File: src/rtl/riscv_pkg.sv
// Shared RV64 pipeline definitions: ALU opcodes and the ID/EX pipeline entry.
// Used by the ID/EX stage, its forwarding selector and the ALU.
package riscv_pkg;

    localparam int XLEN  = 64;
    localparam int REG_W = 5;

    localparam logic [3:0] OP_ADD         = 4'b0000;
    localparam logic [3:0] OP_SUB         = 4'b0001;
    localparam logic [3:0] OP_MUL         = 4'b0010;
    localparam logic [3:0] OP_DIV         = 4'b0011;
    localparam logic [3:0] OP_SHIFT_LEFT  = 4'b0100;
    localparam logic [3:0] OP_SHIFT_RIGHT = 4'b0101;

    typedef struct packed {
        logic [3:0]       operation;
        logic [XLEN-1:0]  operand1;
        logic [XLEN-1:0]  operand2;
        logic [REG_W-1:0] rd;
        logic [REG_W-1:0] rs1;
        logic [REG_W-1:0] rs2;
        logic             regWrite;
    } pipe_entry_t;

    function automatic logic is_div_by_zero(input pipe_entry_t e);
        return (e.operation == OP_DIV) && (e.operand2 == '0);
    endfunction

endpackage

File: src/rtl/fwd_select.sv
// Operand source selection for one register operand: EX bus, then MEM bus,
// then the supplied default value. Register x0 never forwards.
module fwd_select
    import riscv_pkg::*;
(
    input  logic [REG_W-1:0] rs,
    input  logic [XLEN-1:0]  baseData,
    input  logic             exFwdValid,
    input  logic             exFwdPending,
    input  logic [REG_W-1:0] exFwdRd,
    input  logic [XLEN-1:0]  exFwdData,
    input  logic             memFwdValid,
    input  logic [REG_W-1:0] memFwdRd,
    input  logic [XLEN-1:0]  memFwdData,
    output logic [XLEN-1:0]  selData
);

    logic w_exHit;
    logic w_memHit;

    assign w_exHit  = exFwdValid && !exFwdPending && (exFwdRd == rs) && (rs != '0);
    assign w_memHit = memFwdValid && (memFwdRd == rs) && (rs != '0);

    always_comb begin
        selData = baseData;
        if (w_exHit) begin
            selData = exFwdData;
        end else if (w_memHit) begin
            selData = memFwdData;
        end
    end

endmodule

File: src/rtl/id_ex_stage.sv
// ID/EX single-entry pipeline register with operand forwarding and load-use stall.
// Forwarding is enabled by defining ID_EX_FORWARDING_EN; otherwise operands come from the register file.
module id_ex_stage
    import riscv_pkg::*;
(
    input  logic             clk,
    input  logic             rstN,
    input  logic             inValid,
    output logic             inReady,
    input  logic [3:0]       inOperation,
    input  logic [XLEN-1:0]  inRs1Data,
    input  logic [XLEN-1:0]  inRs2Data,
    input  logic [XLEN-1:0]  inImm,
    input  logic [REG_W-1:0] inRs1,
    input  logic [REG_W-1:0] inRs2,
    input  logic [REG_W-1:0] inRd,
    input  logic             inAluSrc,
    input  logic             inRegWrite,
    input  logic             exFwdValid,
    input  logic [REG_W-1:0] exFwdRd,
    input  logic [XLEN-1:0]  exFwdData,
    input  logic             exFwdPending,
    input  logic             memFwdValid,
    input  logic [REG_W-1:0] memFwdRd,
    input  logic [XLEN-1:0]  memFwdData,
    output logic             outValid,
    input  logic             outReady,
    output logic [3:0]       operation,
    output logic [XLEN-1:0]  operand1,
    output logic [XLEN-1:0]  operand2,
    output logic [REG_W-1:0] outRd,
    output logic             outRegWrite,
    output logic             divZero,
    input  logic             flush
);

    pipe_entry_t      r_entry;
    logic             r_valid;

    pipe_entry_t      w_capture;
    logic             w_stall;
    logic             w_inFire;
    logic             w_loadUse;
    logic             w_exValid;
    logic             w_memValid;
    logic [REG_W-1:0] w_rs1Sel;
    logic [REG_W-1:0] w_rs2Sel;
    logic [XLEN-1:0]  w_rs1Base;
    logic [XLEN-1:0]  w_rs2Base;
    logic [XLEN-1:0]  w_op1Sel;
    logic [XLEN-1:0]  w_op2Sel;

`ifdef ID_EX_FORWARDING_EN
    assign w_loadUse  = exFwdValid && exFwdPending && (exFwdRd != '0) &&
                        ((exFwdRd == inRs1) || ((exFwdRd == inRs2) && !inAluSrc));
    assign w_exValid  = exFwdValid;
    assign w_memValid = memFwdValid;
`else
    logic w_unused_fwd;
    assign w_unused_fwd = exFwdValid ^ memFwdValid;
    assign w_loadUse    = 1'b0;
    assign w_exValid    = 1'b0;
    assign w_memValid   = 1'b0;
`endif

    assign w_stall  = r_valid && !outReady;
    assign inReady  = (!r_valid || outReady) && !w_loadUse && !flush;
    assign w_inFire = inValid && inReady;

    // A stalled entry cannot capture, so the selectors are shared between capture and refresh.
    assign w_rs1Sel  = w_stall ? r_entry.rs1      : inRs1;
    assign w_rs1Base = w_stall ? r_entry.operand1 : inRs1Data;
    assign w_rs2Sel  = w_stall ? r_entry.rs2      : inRs2;
    assign w_rs2Base = w_stall ? r_entry.operand2 : inRs2Data;

    fwd_select u_fwd_rs1 (
        .rs           (w_rs1Sel),
        .baseData     (w_rs1Base),
        .exFwdValid   (w_exValid),
        .exFwdPending (exFwdPending),
        .exFwdRd      (exFwdRd),
        .exFwdData    (exFwdData),
        .memFwdValid  (w_memValid),
        .memFwdRd     (memFwdRd),
        .memFwdData   (memFwdData),
        .selData      (w_op1Sel)
    );

    fwd_select u_fwd_rs2 (
        .rs           (w_rs2Sel),
        .baseData     (w_rs2Base),
        .exFwdValid   (w_exValid),
        .exFwdPending (exFwdPending),
        .exFwdRd      (exFwdRd),
        .exFwdData    (exFwdData),
        .memFwdValid  (w_memValid),
        .memFwdRd     (memFwdRd),
        .memFwdData   (memFwdData),
        .selData      (w_op2Sel)
    );

    // Immediate operands are held with rs2 = x0 so a stall refresh can never overwrite them.
    always_comb begin
        w_capture           = '0;
        w_capture.operation = inOperation;
        w_capture.operand1  = w_op1Sel;
        w_capture.operand2  = inAluSrc ? inImm : w_op2Sel;
        w_capture.rd        = inRd;
        w_capture.rs1       = inRs1;
        w_capture.rs2       = inAluSrc ? '0 : inRs2;
        w_capture.regWrite  = inRegWrite;
    end

    always_ff @(posedge clk or negedge rstN) begin
        if (!rstN) begin
            r_valid <= 1'b0;
            r_entry <= '0;
        end else if (flush) begin
            r_valid <= 1'b0;
        end else if (w_inFire) begin
            r_valid <= 1'b1;
            r_entry <= w_capture;
        end else if (w_stall) begin
            r_entry.operand1 <= w_op1Sel;
            r_entry.operand2 <= w_op2Sel;
        end else if (outReady) begin
            r_valid <= 1'b0;
        end
    end

    assign outValid    = r_valid;
    assign operation   = r_entry.operation;
    assign operand1    = r_entry.operand1;
    assign operand2    = r_entry.operand2;
    assign outRd       = r_entry.rd;
    assign outRegWrite = r_entry.regWrite;
    assign divZero     = r_valid && is_div_by_zero(r_entry);

endmodule

File: config.mk
export PLATFORM = sky130hd
export DESIGN_NAME = id_ex_stage
export DESIGN_NICKNAME = d
export VERILOG_FILES = /design/src/rtl/riscv_pkg.sv /design/src/rtl/fwd_select.sv /design/src/rtl/id_ex_stage.sv
export SDC_FILE = /design/constraint.sdc
export NUM_CORES = 1
export LEC_CHECK = 0
export ABC_CLOCK_PERIOD_IN_PS = 2900
export CAP_MARGIN = 5
export CORE_AREA = 2 2 194 196
export DETAILED_ROUTE_END_ITERATION = 10
export DIE_AREA = 0 0 196 198
export SLEW_MARGIN = 5
export SYNTH_ARGS = -nofsm -noshare
export SYNTH_HDL_FRONTEND = slang
export SYNTH_SLANG_ARGS = --single-unit
File: constraint.sdc
create_clock -name clk -period 2.9 [get_ports clk]
set_input_delay 0.87 -clock clk [delete_from_list [all_inputs] [get_ports clk]]
set_output_delay 0.87 -clock clk [all_outputs]
set_load 0.01 [all_outputs]
==> flow_metrics.tcl <==
set metrics [dict create \
    busiest_layer "met2" \
    slowest_delay_ps 550 \
    reg2reg_to "operand1[58]" \
    fraction_of_power_spent_switching_nets 0.260 \
    synth_most_common_cell "sky130_fd_sc_hd__dfrtp_1" \
    cts.clk_slew.worst_paths_ps 60 \
    ir_worst_vdd_uv 402 \
    yosys_register_bits 139 \
    unrepaired_setup_endpoints_after_global_routing "yes" \
    leakage_power_nw 4.60 \
    power.share.combinational 0.284 \
    synth_enable_flop_cells 0 \
    dp_hpwl_um 19100 \
    ioPinCount 500 \
    placeable_core_area_um2 37000 \
    crit_path_end_kind "output port" \
    use_met1 0.153 \
    detailedRoute.firstIterationViolations 142 \
    globalRoute.totalOverflow 0 \
    placed_cells_incl_taps 1338 \
    finalHoldViolations 0 \
    routed_wirelength_um 23900 \
    async_reset_ff_frac 1.00 \
    rrSetupSlack_ps 850 \
    cts_tree "done" \
    p_seq_frac 0.349 \
    timing.critical_path.from_type "flop" \
    synth.lib_cells_used.distinct 16 \
    path_class "reg -> out" \
    route.vias.total 5212 \
    drt-wirelength-per-cell_um 17.4 \
    status "finished with violations" \
    die_height_um 198 \
    slowest_cell_on_the_critical_path "sky130_fd_sc_hd__or4_4" \
    violations_in_the_final_reports "negative setup slack" \
    gpl.final_weighted_congestion 0.766 \
    area_of_the_multi_input_gates_um2 2260 \
    postSynthAreaPerCell_um2 12.7 \
    layout-drive-gt1-share 0.221 \
    num-fill-cells 3832 \
    slew_violations 0 \
    instances_no_fill 1371 \
    netSwitchingPower_mw 1.83 \
    synth_largest_area_cell "sky130_fd_sc_hd__dfrtp_1" \
    grt_pass1_wl_um 34600 \
    number_of_design_rule_violations_left_after_detail_routing 0 \
    power.density_nw_per_um2 630 \
    die_w_um 196 \
    worst_ep_arrival_time_ps 2420 \
    initial_core_util 0.159 \
    worst-r2r-cell-count 7 \
    fp.dieArea_um2 38800 \
    reg_to_reg_critical_path_startpoint "outValid" \
    worst-endpoint-required_ps 2030 \
    placement_rows 71 \
    syn_inst 462 \
    achievable-frequency_ghz 0.304 \
    final_critical_path_setup_slack_ps -391 \
    worst_skew_pair.late_latency_ps 440 \
    timing.final.crit_share 1.13 \
    ys.warnings.count 0 \
    cts.htree.levels 4 \
    finClkSkew_ps 10.0 \
    drt_first_pass_iters 4 \
    mappedNetlistNets 821 \
    hp-class "in -> async" \
    antenna_found_initial 0 \
    syn-cell-area_um2 5880 \
    groute.usage.overall 0.124 \
    setup_viol_count_final 1 \
    worst-path-max-fanout 2 \
    max_slew.worst_pin.slew_ps 511 \
    internal_power_mw 5.22 \
    ys_seq_area_frac 0.591 \
    via_count_of_the_first_global_routing_pass 5571 \
    antenna_left 0 \
    cts_buffer_depth 2 \
    clock-sinks 139 \
    use_met2 0.188 \
    timing.max_slew.rel_slack 0.650 \
    port_buffers 348 \
    total_power_mw 7.06 \
    post_drt_via_cell_ratio 3.80 \
    ctsRootBufferMaster "sky130_fd_sc_hd__clkbuf_16" \
    yosys-top-cells-area "sky130_fd_sc_hd__dfrtp_1 (59%), sky130_fd_sc_hd__mux2_2 (14%), sky130_fd_sc_hd__mux2i_1 (11%)" \
    final_nets 1243 \
    antennaDiodeCount 0 \
    dominantRegCellSynth "sky130_fd_sc_hd__dfrtp_1" \
    cp_cell_sequence "nor4_2 > buf_4 > nand4_1 > buf_4 > or4_4 > nor4_2 > buf_2" \
    yosys-top-cells-count "sky130_fd_sc_hd__dfrtp_1 (139), sky130_fd_sc_hd__mux2_2 (74), sky130_fd_sc_hd__nor2_1 (67), sky130_fd_sc_hd__a21oi_1 (64), sky130_fd_sc_hd__mux2i_1 (64)" \
    post-synth-top-area-fraction 0.591 \
    max_cap_violations 0 \
    groute.layer.met3.usage 0.0617 \
    syn2layout_area_growth_pct 90.3 \
    power.clock.fraction 0.367 \
    cts-buffers-inserted 17 \
    area.sequential_um2 3480 \
    grt_start_max_net_pins 70 \
    final_period_minus_worst_setup_slack_ps 3290 \
]
power groups by stage:
stage,logic (mW),clock network [mW],registers (mW)
3_5_place_dp,2.03,0,2.49
5_1_grt,2.16,2.78,2.50
3_3_place_gp,2.02,0,2.48
4_1_cts,2.04,2.70,2.47
6_report,2.00,2.59,2.46
2_1_floorplan,0.427,0,2.65
state kept, by name, summed over array words and instances, names as in the netlist:
| signal | cells |
|---|---|
| operation | 4 |
| outRegWrite | 1 |
| outRd | 5 |
| outValid | 1 |
| operand2 | 64 |
| operand1 | 64 |
cell usage in the layout (no fill, tap or decap), drive strengths merged:
cell           instances
clkdlybuf4s50        344
dfrtp                139
buf                   87
mux2                  74
nor2                  67
mux2i                 64
a21oi                 64
clkbuf                21
nor4                  14
bufinv                 7
nand4                  4
clkinv                 3
or4                    2
and4bb                 1
nor4b                  1
nor3                   1
nor2b                  1
nor3b                  1
clkinvlp               1
dlygate4sd2            1
area by class of cell:
type,count,area share
multi-input cells,294,0.201
flip-flops and latches,139,0.311
clock inverters,11,0.0215
clock buffers,21,0.0402
well taps,474,0.0530
repair buffers,432,0.373
critical path: cells and delay by family (launching register included):
kind / cells / cell delay [ps]
buffers and inverters: 3 / 540
flip-flops: 1 / 390
AND/OR/NAND/NOR: 4 / 1060
cell families after synthesis:
family,after synthesis,synth area share
flops,139,0.591
mux,138,0.250
simple gates,92,0.0763
compound gates,64,0.0544
buf+inv,29,0.0276
timing repair:
action | in CTS | in global routing
buffers inserted | 1 | 0
setup endpoints to repair | 2 | 1
hold buffers | 0 | 0
pin swaps | 1 | 0
resized for setup | 8 | 0
metal layers:
metal  up-vias  routed length (um)
li1       2499                   -
met1      2460               10400
met2       234               10500
met3        19                2520
met4         0                 395
met5         -                   0
worst max-delay path by stage:
stage	start	endpoint	slack (ps)	cells past startpoint
3_5_place_dp	operand2[47]	divZero	-440	7
4_1_cts	operand2[47]	divZero	-460	7
3_3_place_gp	operand2[47]	divZero	-460	7
5_1_grt	operand2[47]	divZero	-560	7
6_report	operand2[47]	divZero	-390	7
2_1_floorplan	operand2[55]	divZero	480	4
stage by stage:
step	hold WS, ps	worst slack, ps	area (um2)	TNS (ps)	util
2_1_floorplan	551	481	5880	0	-
3_3_place_gp	489	-456	10500	-506	0.284
3_5_place_dp	494	-438	10500	-487	0.284
4_1_cts	303	-462	11200	-462	0.303
5_1_grt	311	-558	11200	-558	0.303
6_report	322	-391	11200	-391	0.303
Note: power is estimated with default switching activity, not from simulation.
